--- config.mk ---
export PLATFORM = sky130hd
export DESIGN_NAME = sram_like_arbiter
export DESIGN_NICKNAME = d
export VERILOG_FILES = /design/src/rtl/sram_like_arbiter.sv
export SDC_FILE = /design/constraint.sdc
export NUM_CORES = 1
export LEC_CHECK = 0
export BUFFER_PORTS_ARGS = -buffer_cell sky130_fd_sc_hd__buf_2
export CORE_AREA = 2 2 108 110
export DETAILED_ROUTE_END_ITERATION = 10
export DIE_AREA = 0 0 110 112
export SETUP_SLACK_MARGIN = 0.4
export SYNTH_ARGS = -nofsm -noshare
export SYNTH_HDL_FRONTEND = slang
export SYNTH_SLANG_ARGS = --single-unit
--- constraint.sdc ---
create_clock -name clk -period 2.54 [get_ports clk]
set_clock_uncertainty 0.15 [all_clocks]
set_input_delay 0.127 -clock clk [delete_from_list [all_inputs] [get_ports clk]]
set_output_delay 0.127 -clock clk [all_outputs]
set_load 0.1 [all_outputs]
--- src/rtl/sram_like_arbiter.sv ---
// sram_like_arbiter: merges NUM_CH sram-like master ports onto a single
// sram-like slave port. Accepted requests are tagged with their channel in an
// in-order ID FIFO so every slave data_ok is steered back to its issuer.
// Address and data paths add no latency; at most one grant per cycle.
// Optional: define ARB_ROUND_ROBIN_EN for round-robin arbitration; otherwise
// fixed priority (lowest channel index wins).
module sram_like_arbiter #(
  parameter int NUM_CH      = 2,
  parameter int ADDR_W      = 32,
  parameter int DATA_W      = 32,
  parameter int OUTST_DEPTH = 4
) (
  input  logic                     clk,
  input  logic                     resetn,
  input  logic [NUM_CH-1:0]        m_req,
  input  logic [NUM_CH-1:0]        m_wr,
  input  logic [2*NUM_CH-1:0]      m_size,
  input  logic [ADDR_W*NUM_CH-1:0] m_addr,
  input  logic [DATA_W*NUM_CH-1:0] m_wdata,
  output logic [NUM_CH-1:0]        m_addr_ok,
  output logic [NUM_CH-1:0]        m_data_ok,
  output logic [DATA_W-1:0]        m_rdata,
  output logic                     s_req,
  output logic                     s_wr,
  output logic [1:0]               s_size,
  output logic [ADDR_W-1:0]        s_addr,
  output logic [DATA_W-1:0]        s_wdata,
  input  logic [DATA_W-1:0]        s_rdata,
  input  logic                     s_addr_ok,
  input  logic                     s_data_ok,
  output logic                     busy,
  output logic                     err
);

  localparam int CH_W  = (NUM_CH > 1) ? $clog2(NUM_CH) : 1;
  localparam int PTR_W = $clog2(OUTST_DEPTH);
  localparam int CNT_W = PTR_W + 1;

  typedef enum logic {IDLE, LOCK} state_e;

  state_e           state_q;
  logic [CH_W-1:0]  lock_ch_q;
  logic             err_q;
  logic [CH_W-1:0]  fifo_q [OUTST_DEPTH];
  logic [PTR_W-1:0] wr_ptr_q, wr_ptr_d;
  logic [PTR_W-1:0] rd_ptr_q, rd_ptr_d;
  logic [CNT_W-1:0] count_q, count_d;

  logic [CH_W-1:0]  win;
  logic [CH_W-1:0]  sel;
  logic             full;
  logic             push;
  logic             pop;
  logic             stray_dok;
  logic             req_drop;

`ifdef ARB_ROUND_ROBIN_EN
  logic [CH_W-1:0]  rr_ptr_q, rr_ptr_d;

  // Cyclic search for the first requester at or after rr_ptr.
  always_comb begin
    int   idx;
    logic found;
    idx   = 0;
    found = 1'b0;
    win   = '0;
    for (int k = 0; k < NUM_CH; k++) begin
      idx = (int'(rr_ptr_q) + k) % NUM_CH;
      if (!found && m_req[idx]) begin
        win   = CH_W'(idx);
        found = 1'b1;
      end
    end
  end

  // Next search start is the channel after the one just granted.
  always_comb begin
    rr_ptr_d = rr_ptr_q;
    if (push)
      rr_ptr_d = (int'(sel) == NUM_CH - 1) ? '0 : sel + 1'b1;
  end

  // Round-robin pointer register.
  always_ff @(posedge clk) begin
    if (!resetn) rr_ptr_q <= '0;
    else         rr_ptr_q <= rr_ptr_d;
  end
`else
  // Fixed priority: lowest asserted index wins; channel 0 when idle.
  always_comb begin
    win = '0;
    for (int i = NUM_CH - 1; i >= 0; i--)
      if (m_req[i]) win = CH_W'(i);
  end
`endif

  // A pending LOCK freezes the selection so the request stays stable.
  assign sel  = (state_q == LOCK) ? lock_ch_q : win;
  assign full = (count_q == CNT_W'(OUTST_DEPTH));

  // Slave request: gated by reset and, when idle, by FIFO space.
  always_comb begin
    s_req = 1'b0;
    if (resetn) begin
      if (state_q == LOCK) s_req = m_req[lock_ch_q];
      else                 s_req = |m_req & ~full;
    end
  end

  assign push      = s_req & s_addr_ok;
  assign pop       = resetn & s_data_ok & (count_q != '0);
  assign stray_dok = s_data_ok & (count_q == '0);
  assign req_drop  = (state_q == LOCK) & ~m_req[lock_ch_q];

  assign s_wr    = m_wr[sel];
  assign s_size  = m_size[2*int'(sel) +: 2];
  assign s_addr  = m_addr[ADDR_W*int'(sel) +: ADDR_W];
  assign s_wdata = m_wdata[DATA_W*int'(sel) +: DATA_W];
  assign m_rdata = s_rdata;

  assign m_addr_ok = push ? (NUM_CH'(1) << sel) : '0;
  assign m_data_ok = pop  ? (NUM_CH'(1) << fifo_q[rd_ptr_q]) : '0;

  assign busy = (count_q != '0) | (state_q == LOCK);
  assign err  = err_q;

  // Arbitration FSM plus sticky protocol-error flag.
  always_ff @(posedge clk) begin
    if (!resetn) begin
      state_q   <= IDLE;
      lock_ch_q <= '0;
      err_q     <= 1'b0;
    end else begin
      case (state_q)
        IDLE: if (s_req && !s_addr_ok) begin
          lock_ch_q <= win;
          state_q   <= LOCK;
        end
        LOCK: if (req_drop || s_addr_ok) state_q <= IDLE;
        default: state_q <= IDLE;
      endcase
      if (req_drop || stray_dok) err_q <= 1'b1;
    end
  end

  // ID FIFO bookkeeping; pointers wrap naturally at the power-of-2 depth.
  always_comb begin
    wr_ptr_d = wr_ptr_q + PTR_W'(push);
    rd_ptr_d = rd_ptr_q + PTR_W'(pop);
    count_d  = count_q + CNT_W'(push) - CNT_W'(pop);
  end

  // FIFO pointer and occupancy registers.
  always_ff @(posedge clk) begin
    if (!resetn) begin
      wr_ptr_q <= '0;
      rd_ptr_q <= '0;
      count_q  <= '0;
    end else begin
      wr_ptr_q <= wr_ptr_d;
      rd_ptr_q <= rd_ptr_d;
      count_q  <= count_d;
    end
  end

  // ID storage; contents are don't-care until pushed.
  always_ff @(posedge clk) begin
    if (push) fifo_q[wr_ptr_q] <= sel;
  end

endmodule
# Yosys cells after proc, flatten, opt, wreduce, memory -nomap -nowiden
# Memories as Yosys holds them, arrays and structs flattened. A register that Yosys moved wholly into a read port is not among the register bits.
# Cells that the tools add are included.
# word_totals
ff_bits,10
ramBits,4
output_inout_bits,106
elab_cells,54
mem_count,1
# mem_list
memory,words,word_bits,rd,rd_ports_with_merged_regs,wr,line_no,source
fifo_q,4,1,1,1,1,44,logic [CH_W-1:0] fifo_q [OUTST_DEPTH];
# classes
n_addsub,4
order_cmp,2
eq_ne,1
shifts,5
mux,17
n_bitwise,10
n_reduce_logical,8
# ops
operator,count
$shiftx A64 B7 Y32,2
$mux W1,13
$and A1 B1 Y1,6
$mux W2,3
$add A2 B1 Y2,2
$lt A1 B2 Y1 const B,2
$shiftx A4 B3 Y2,1
$shl A1 B1 Y2 const A,2
$add A3 B1 Y3,1
$eq A3 B3 Y1 const B,1
$logic_not A3 Y1,1
$not A1 Y1,3
$reduce_bool A3 Y1,1
$sub A3 B1 Y3,1
$logic_or A1 B1 Y1,2
$pmux W1 S2,1
$reduce_and A2 Y1,1
$reduce_or A2 Y1,1
$logic_and A1 B1 Y1,1
$logic_not A1 Y1,1
$or A1 B1 Y1,1

# Longest topological paths before layout
# logic_depth
word_depth,8
mapped_depth,12
mapped_depth_nobuf,11

# Least setup slack after synthesis
# OpenSTA, ideal clock, no wires.
# synth_timing
kind,register to output
start,reg count_q[1]
end,out m_addr_ok[0]
arrival_time_ns,3.163
t_required_ns,2.263
setup_slack_ns,-0.900
path_stages_with_launch,5
path_buffers,1
path_cell_list,dfxtp_1 -> nor3b_2 -> o32a_1 -> buf_6 -> nor3b_1
# synth_via
elab_chain_cells,7
# synth_rtl
element,line_no,source
"start, declared",47,"logic [CNT_W-1:0] count_q, count_d;"
"start signal, assigned",162,count_q <= count_d;
$eq A3 B3 Y1,99,assign full = (count_q == CNT_W'(OUTST_DEPTH));
$not A1 Y1,106,else s_req = |m_req & ~full;
$and A1 B1 Y1,106,
$mux W1,105,if (state_q == LOCK) s_req = m_req[lock_ch_q];
$mux W1,104,if (resetn) begin
$and A1 B1 Y1,110,assign push = s_req & s_addr_ok;
$mux W2,121,assign m_addr_ok = push ? (NUM_CH'(1) << sel) : '0;
"end, declared",20,"output logic [NUM_CH-1:0] m_addr_ok,"
# No other way between the ends.

# Worst setup path in the final report
# layout_timing
start,reg count_q[2]
end,reg count_q[2]
# layout_via
elab_chain_cells,8
elab_cells_between_ends,10
cone_classes,add/sub (2); eq/ne (1); mux (2); bitwise (4); reduce/logical (1)
# layout_rtl
element,line_no,source
$eq A3 B3 Y1,99,
$not A1 Y1,106,
$and A1 B1 Y1,106,
$mux W1,105,
$mux W1,104,
$and A1 B1 Y1,110,
$add A3 B1 Y3,150,count_d = count_q + CNT_W'(push) - CNT_W'(pop);
$sub A3 B1 Y3 *,150,
# Every way passes the cells marked *; elsewhere a longest branch is shown, timed or not.
# A chain may end at the register's enable or synchronous reset.

==> reports/results.ini <==
[pwr]
peakVddDrop_mv=0.344
p_per_area_nw_per_um2=707
leakage_uw=0.00170

[finish]
finalInstanceArea_um2=3540
layout-area-overhead-vs-synth_pct=93.4
fillers=1130
multi_input_area_um2=1230
diodes=0
drive_gt1_share_pct=89.6
final_cell_count_no_fill=507
regArea_um2=332
final_nets=542

[setup_path]
r2r_start=count_q[2]
critPathRequiredTime_ns=2.52
cp-end-kind=register
cp_data_arrival_time_ns=2.39
crit_end=count_q[2]
path_class=reg2reg
crit_start=count_q[2]
reg2reg_depth=11
cp-start-kind=register
crit_fanout=3
r2r_setup_slack_ns=0.13
rr_endpoint=count_q[2]

[grt]
grt-ovfl-total=0
antenna_found_initial=0
grtUsageTotal_pct=9.22
grt_pass1_wl_um=8930
grt_max_degree=26
grt_pass1_vias=2012

[sta]
final.setup.tns_ns=0
fin_crit_sh_pct=94.9
fin_crit_ns=2.41
slew_headroom_pct=67.8
slew_viol_final=0
rsz0062_at_grt=true
fmax_mhz=415
worst_hold_slack_ns=0.0411
worst_pin_slew_ns=0.486
postLayoutSetupSlackWorst_ns=0.131
setup-violations-final=0
final_hold_viol_count=0

[die]
chipHeight_um=112
dieArea_um2=12300
pin_count=278
start_util_pct=16.4
coreArea_um2=11200
rows=39
die_w_um=110

[clock_network]
cts.htree.levels=1
cts.sinks=14
cts_hold_buf=0
clk_latency_ns=0.24
cts_made_buffers=3
cts-root-buf=clkbuf_16
cts_tree=built
path_clk_slew_ns=0.04
clockBufferDepth=2

[drt]
finalWirelength_um=7020
wire_per_inst_um=13.8
ant_nets=0
drt_iter0_drc=46
dr.pass1.iters=4
drc=0
routed_via_density=4.05
via_count=2055

[logic_synthesis]
yosysTopAreaCell=mux2_2
ys_ff_latch=14
synthFlopType=dfxtp_1
synthDistinctLibCells=32
syn-mean-instance-area_um2=10.6
yosys_warnings=0
syn_area_um2=1830
ys_seq_area_share_pct=17.5
syn-num-nets=349
yosysMostFrequentCell=mux2_2
synth_edf_count=4
synthTopCellsByCount=mux2_2, buf_4, dfxtp_1
synth_top_cell_area_share_pct=41.2
synth-async-reset-ratio_pct=0
synthTopCellsByArea=mux2_2, buf_4, dfxtp_1
synth_cells=172

[place]
dp_hpwl_um=4980
placedCellCount=491
place_area_um2=2850
place_congestion=0.715
place_ws_ns=0.122
io_buffers=213

[job]
cap_viol_max_count=0

[run_status]
status=finished clean

[worst_hold_path]
min_path_type=in2reg

state kept, by name (all words and copies together) (netlist names):
name       count
lock_ch_q      1
state_q        1
fifo_q         4
err            1
rd_ptr_q       2
count_q        3
wr_ptr_q       2
worst min path at each step:
| stage | from | to | slack [ns] | cells past startpoint |
|---|---|---|---|---|
| floorplan | s_data_ok | err | 0.16 | 2 |
| global placement | s_rdata[20] | m_rdata[20] | 0.10 | 0 |
| detailed placement | s_rdata[20] | m_rdata[20] | 0.10 | 0 |
| CTS | s_data_ok | err | 0.04 | 3 |
| global route | s_data_ok | err | 0.07 | 3 |
| finish | s_data_ok | err | 0.04 | 3 |
routing by layer:
metal  global-route usage (%)  vias up  wire [um]  part of all wire, %
met5                        0        -          0                    0
li1                         -      960          -                    -
met4                     2.19        0         96                  1.4
met1                     8.13      938       2210                   31
met2                     20.0      137       4010                   57
met3                     1.70       20        708                   10
kinds of logic after synthesis:
family,Yosys count,synth area share (%)
mux,69,43.0
flops,14,17.5
xor+xnor,4,1.91
buf+inv,46,19.3
compound gates,5,2.80
simple gates,29,11.7
fa+ha+maj,5,3.83
final cells by class:
type / count / area share [%]
clock buffers: 3 / 2.12
inverters: 4 / 0.424
clock inverters: 1 / 0.106
flip-flops and latches: 14 / 9.36
repair buffers: 230 / 48.1
multi-input cells: 112 / 34.8
well taps: 143 / 5.05
critical path, cell delays in order, from the launching register on:
cell and delay, ns:
dfxtp_4 0.35, nor3b_4 0.15, o32a_1 0.30, nand2b_4 0.16, ha_4 0.21, inv_2 0.06, ha_4 0.12, inv_2 0.03
fa_2 0.34, xnor2_2 0.15, xnor2_1 0.13, and2_1 0.14
power breakdown:
part	internal [uW]	switching [uW]	total [uW]
clock network	208	88.8	297
logic	607	1280	1880
registers	273	51.7	324
cell usage in the layout (no fill, tap or decap), drive strengths merged, types with 2 or more instances in the layout:
master,n
xnor2,2
mux2,67
nand2b,3
edfxtp,4
buf,227
nor2,2
inv,4
nor3b,3
nand2,3
and2,6
ha,4
clkbuf,6
xor2,2
o21ai,2
dfxtp,10
nor3,3
nor2b,4
stage by stage:
step	utilization, %	power, uW
after floorplan	-	1910
after global placement	25.5	1920
after detailed placement	25.5	1940
after CTS	28.4	2350
after global routing	31.7	2600
final	31.7	2510
repair_timing:
action / in CTS / in global routing
setup buffers: 5 / 4
resized for setup: 70 / 85
hold endpoints to repair: 0 / 0
pin swaps: 7 / 1
gates cloned: 1 / 2
endpoints found under the setup margin: 69 / 72
Note: power is estimated with default switching activity, not from simulation.
